## src/rtl/pht_update_controller_pkg.sv

```systemverilog
// Shared encodings for the pattern history table: 2-bit counter values and controller FSM states.
package pht_update_controller_pkg;

    localparam logic [1:0] STRONG_NT = 2'b00;
    localparam logic [1:0] WEAK_NT   = 2'b01;
    localparam logic [1:0] WEAK_T    = 2'b10;
    localparam logic [1:0] STRONG_T  = 2'b11;

    typedef enum logic {
        INIT = 1'b0,
        RUN  = 1'b1
    } pht_state_t;

endpackage

```

## src/rtl/pht_counter_next.sv

```systemverilog
// Saturating 2-bit branch counter step: count up on Taken, down on NotTaken, hold at the rails.
// Purely combinational, no backpressure.
module pht_counter_next
    import pht_update_controller_pkg::*;
(
    input  logic [1:0] CurrentValue,
    input  logic       Taken,
    output logic [1:0] NextValue
);

    always_comb begin
        NextValue = CurrentValue;
        if (Taken) begin
            if (CurrentValue != STRONG_T) begin
                NextValue = CurrentValue + 2'b01;
            end
        end else if (CurrentValue != STRONG_NT) begin
            NextValue = CurrentValue - 2'b01;
        end
    end

endmodule

```

## src/rtl/pht_update_controller.sv

```systemverilog
// PHT owner: init sweep, one lookup/cycle (response next cycle), one pipelined counter update/cycle (write 1 cycle after accept).
// Both request ports are held off (ready low) for the whole init sweep; in RUN they are always ready.
module pht_update_controller
    import pht_update_controller_pkg::*;
#(
    parameter int         INDEX_W    = 6,
    parameter logic [1:0] INIT_VALUE = WEAK_NT
) (
    input  logic               clk,
    input  logic               rst,
    input  logic               PredValid,
    input  logic [INDEX_W-1:0] PredIndex,
    output logic               PredReady,
    output logic               PredRespValid,
    output logic               PredTaken,
    input  logic               UpdValid,
    input  logic [INDEX_W-1:0] UpdIndex,
    input  logic               UpdTaken,
    output logic               UpdReady,
    output logic               InitDone
);

    localparam int DEPTH = 1 << INDEX_W;

    pht_state_t         state;
    pht_state_t         stateNext;
    logic [INDEX_W-1:0] initPtr;
    logic [1:0]         pht [DEPTH];

    logic               s2Valid;
    logic [INDEX_W-1:0] s2Index;
    logic               s2Taken;
    logic [1:0]         s2Value;
    logic [1:0]         s2Next;

    logic               predAccept;
    logic               updAccept;
    logic [1:0]         updCurrent;

    logic               wrEn;
    logic [INDEX_W-1:0] wrIndex;
    logic [1:0]         wrData;

    pht_counter_next uCounterNext (
        .CurrentValue (s2Value),
        .Taken        (s2Taken),
        .NextValue    (s2Next)
    );

    always_comb begin
        stateNext = state;
        PredReady = 1'b0;
        UpdReady  = 1'b0;
        InitDone  = 1'b0;
        case (state)
            INIT: begin
                if (&initPtr) begin
                    stateNext = RUN;
                end
            end
            RUN: begin
                PredReady = 1'b1;
                UpdReady  = 1'b1;
                InitDone  = 1'b1;
            end
            default: stateNext = INIT;
        endcase
    end

    assign predAccept = PredValid & PredReady;
    assign updAccept  = UpdValid & UpdReady;

    // A back-to-back update to the entry being written this edge must see the new value, not the table's stale copy.
    assign updCurrent = (s2Valid && (s2Index == UpdIndex)) ? s2Next : pht[UpdIndex];

    always_comb begin
        wrEn    = 1'b0;
        wrIndex = s2Index;
        wrData  = s2Next;
        if (state == INIT) begin
            wrEn    = 1'b1;
            wrIndex = initPtr;
            wrData  = INIT_VALUE;
        end else if (s2Valid) begin
            wrEn = 1'b1;
        end
    end

    // Table has no reset: the sweep rewrites every entry before anything can read it.
    always_ff @(posedge clk) begin
        if (wrEn) begin
            pht[wrIndex] <= wrData;
        end
    end

    always_ff @(posedge clk or posedge rst) begin
        if (rst) begin
            state         <= INIT;
            initPtr       <= '0;
            s2Valid       <= 1'b0;
            s2Index       <= '0;
            s2Taken       <= 1'b0;
            s2Value       <= STRONG_NT;
            PredRespValid <= 1'b0;
            PredTaken     <= 1'b0;
        end else begin
            state <= stateNext;
            if (state == INIT) begin
                initPtr <= initPtr + INDEX_W'(1);
            end
            s2Valid <= updAccept;
            if (updAccept) begin
                s2Index <= UpdIndex;
                s2Taken <= UpdTaken;
                s2Value <= updCurrent;
            end
            PredRespValid <= predAccept;
            PredTaken     <= predAccept & pht[PredIndex][1];
        end
    end

endmodule

```

## config.mk

```make
export PLATFORM = sky130hd
export DESIGN_NAME = pht_update_controller
export DESIGN_NICKNAME = d
export VERILOG_FILES = /design/src/rtl/pht_update_controller_pkg.sv /design/src/rtl/pht_counter_next.sv /design/src/rtl/pht_update_controller.sv
export SDC_FILE = /design/constraint.sdc
export NUM_CORES = 1
export LEC_CHECK = 0
export CORE_UTILIZATION = 32
export DETAILED_ROUTE_END_ITERATION = 8
export SLEW_MARGIN = 20
export SYNTH_ARGS = -nofsm -noshare
export SYNTH_HDL_FRONTEND = slang
export SYNTH_HIERARCHICAL = 1
export SYNTH_SLANG_ARGS = --single-unit
```

## constraint.sdc

```tcl
create_clock -name clk -period 4.9 [get_ports clk]
set_input_delay 1.47 -clock clk [delete_from_list [all_inputs] [get_ports clk]]
set_output_delay 1.47 -clock clk [all_outputs]
set_load 0.1 [all_outputs]
```

==> flow_summary.json <==
{
  "outcome": "finished, final reports clean",
  "rsz0062_at_grt": "false",
  "yosysUniqueCellTypes": 48,
  "ios": 22,
  "critPathRequiredTime_ns": 5.20,
  "ys.flop_type": "edfxtp_1",
  "worst-path-buf-inv": 1,
  "synth_top_family_by_area": "multiplexers",
  "finalCriticalPeriod_ns": 3.638,
  "crit_fanout": 11,
  "startpoint": "PredIndex[0]",
  "firstDrtPassIters": 6,
  "cts_resized": 0,
  "clock_tree.root_cell": "clkbuf_16",
  "maxSlewHeadroom": 0.3137,
  "dp.cells": 750,
  "first_iter_violations": 375,
  "cts_sinks": 147,
  "holdPathStages": 2,
  "synthSimpleGateAreaFrac": 0.09573,
  "timing.rr.end": "pht[56][1]",
  "syn_area_per_cell_um2": 14.92,
  "synth-seq-cells": 147,
  "worstMarginPinSlew_ns": 1.026,
  "clockBufferDepth": 2,
  "synth_xor_area_frac": 0.01365,
  "synthCells": 473,
  "nFillCells": 2014,
  "antenna_found_initial": 0,
  "cellPowerDensity_nw_per_um2": 332.7,
  "critical_path_class": "in2reg",
  "max_freq_mhz": 274.9,
  "vias_per_cell": 5.461,
  "synth_fa_ha_area_frac": 0.004964,
  "reg2reg_from": "state",
  "post_cts_buffers": 0,
  "grt.total_usage": 0.1656,
  "grt_pass1_vias": 4309,
  "seqCellArea_um2": 4319,
  "cp.arrival_ns": 3.94,
  "numCtsBuffers": 17,
  "yosysWarnings": 6,
  "drc": 0,
  "place_ws_ns": 0.8112,
  "gp_congestion": 0.8327,
  "peakVddDrop_mv": 0.2424,
  "coreArea_um2": 21350,
  "grt_max_degree": 65,
  "maxCapViolations": 0,
  "synth_seq_area_share": 0.6119,
  "syn2layout_area_growth_pct": 13.56,
  "async_reset_ff_frac": 0.1293,
  "worst-r2r-setup-slack_ns": 2.37,
  "cts_tree": "done",
  "grt.overflow.total": 0,
  "final_cell_mix": "edfxtp_1 (128), nor2_1 (71), mux2i_1 (29)",
  "drt.antenna.violating_nets": 0,
  "die_area_um2": 22650,
  "min_from": "s2Value[1]",
  "dp_hpwl_um": 11490,
  "hold-path-endpoint": "s2Value[1]",
  "dieWidth_um": 150.5,
  "finalHoldViolCount": 0,
  "multi_input_area_um2": 2500,
  "critical_path.max_stage_delay_ns": 0.98,
  "r2r_cells": 6,
  "final_common_cell": "edfxtp_1",
  "drive_above_1_share": 0.1710,
  "cp-start-kind": "input pin",
  "muxShareOfSynthArea": 0.1895,
  "p_leak_uw": 0.002317,
  "power_uw": 2666,
  "wl_per_cell_um": 22.48,
  "cts_max_level": 4,
  "finalSetupViolations": 0,
  "wirelength_um": 17490,
  "clock_skew_ns": 0.008411,
  "path_common_cell": "mux4_2",
  "clock_latency_ns": 0.42,
  "rows": 53,
  "start_util": 0.3305,
  "crit_family": "multiplexers",
  "cp_slowest_cell": "clkdlybuf4s50_1",
  "synth-edff-count": 128,
  "stdcell_count": 778,
  "num_antenna_cells": 0,
  "fp.dieH_um": 150.5,
  "final.setup.tns_ns": 0,
  "timing.final.crit_share": 0.7425,
  "path_clk_slew_ns": 0.06,
  "synth_area_um2": 7058,
  "ctsHoldBuffers": 0,
  "syn-num-nets": 491,
  "worst_slack_ns": 1.262,
  "io_buffer_count": 21,
  "num_vias": 4249,
  "cp-end-kind": "flip-flop",
  "nNetsFinal": 512,
  "hold_ws_ns": 0.5611,
  "cp_cell_sequence": "clkdlybuf4s50_1 -> mux4_2 -> mux4_2 -> a211oi_1 -> nor3b_1",
  "slew_violations": 0,
  "synth_compound_area_frac": 0.05035,
  "hp-class": "reg2reg",
  "grt_first_pass_wirelength_um": 26240
}
[sequential cells by signal, summed over array words and instances (netlist names)]
name and count:
pht 128, PredTaken 1, s2Index 6, s2Valid 1
state 1, initPtr 6, s2Taken 1, PredRespValid 1
s2Value 2
[worst min-delay path, cell delays in order (launching register included)]
cell and delay (ns):
dfrtp_1 0.38, nand2_1 0.06, o2111ai_1 0.08
[area by class of cell]
class,count,share of cell area
repair buffers,31,0.03341
clock buffers,17,0.05308
well taps,275,0.04293
clock inverters,11,0.01467
inverters,11,0.005151
multi-input cells,286,0.3119
flip-flops and latches,147,0.5389
[cells in the mapped netlist, types with 8 or more instances]
library cell	n	share of area
nand2_1	27	0.014
dfrtp_1	19	0.067
a22oi_1	10	0.011
nor2b_1	10	0.0089
inv_1	11	0.0059
mux4_2	27	0.086
a211oi_1	8	0.0085
edfxtp_1	128	0.54
o21ai_0	8	0.0057
xnor2_1	11	0.014
mux4_1	12	0.045
buf_2	9	0.0064
nor2_1	71	0.038
mux2i_1	29	0.041
[where the power goes]
group / total (uW) / switching (uW) / internal [uW] / leakage [uW]
clock network: 1230 / 498 / 732 / 0.000256
registers: 1340 / 0 / 1340 / 0.00114
logic: 93.3 / 54.4 / 38.9 / 0.000916
total: 2670 / 553 / 2110 / 0.00232
[how the worst max path moves through the flow]
stage | end | slack, ns | cells after the start
6_report | PredTaken | 1.26 | 5
5_1_grt | PredTaken | 1.13 | 5
4_1_cts | PredTaken | 1.26 | 5
3_5_place_dp | PredTaken | 0.81 | 5
3_3_place_gp | PredTaken | 0.89 | 5
2_1_floorplan | PredTaken | 1.87 | 6
[cell families after synthesis]
kind of cell,after synthesis
adder cells (fa/ha/maj),3
flip-flops,147
XOR/XNOR,11
AND/OR/NAND/NOR,144
AO/OA/AOI/OAI,51
multiplexers,77
buffers and inverters,40
[metrics by stage]
step | utilization | cell area (um^2)
after floorplan | - | 7058
after global placement | 0.3499 | 7472
after detailed placement | 0.3499 | 7472
after CTS | 0.3754 | 8015
after global routing | 0.3754 | 8015
final | 0.3754 | 8015
[metal layers]
metal / global-route usage / vias up / part of all wire
met1: 0.2157 / 2158 / 0.43
met3: 0.05333 / 37 / 0.077
met2: 0.2472 / 179 / 0.46
met5: 0 / - / 0
met4: 0.08283 / 0 / 0.037
li1: - / 1875 / -
(Power assumes the default switching activity.)
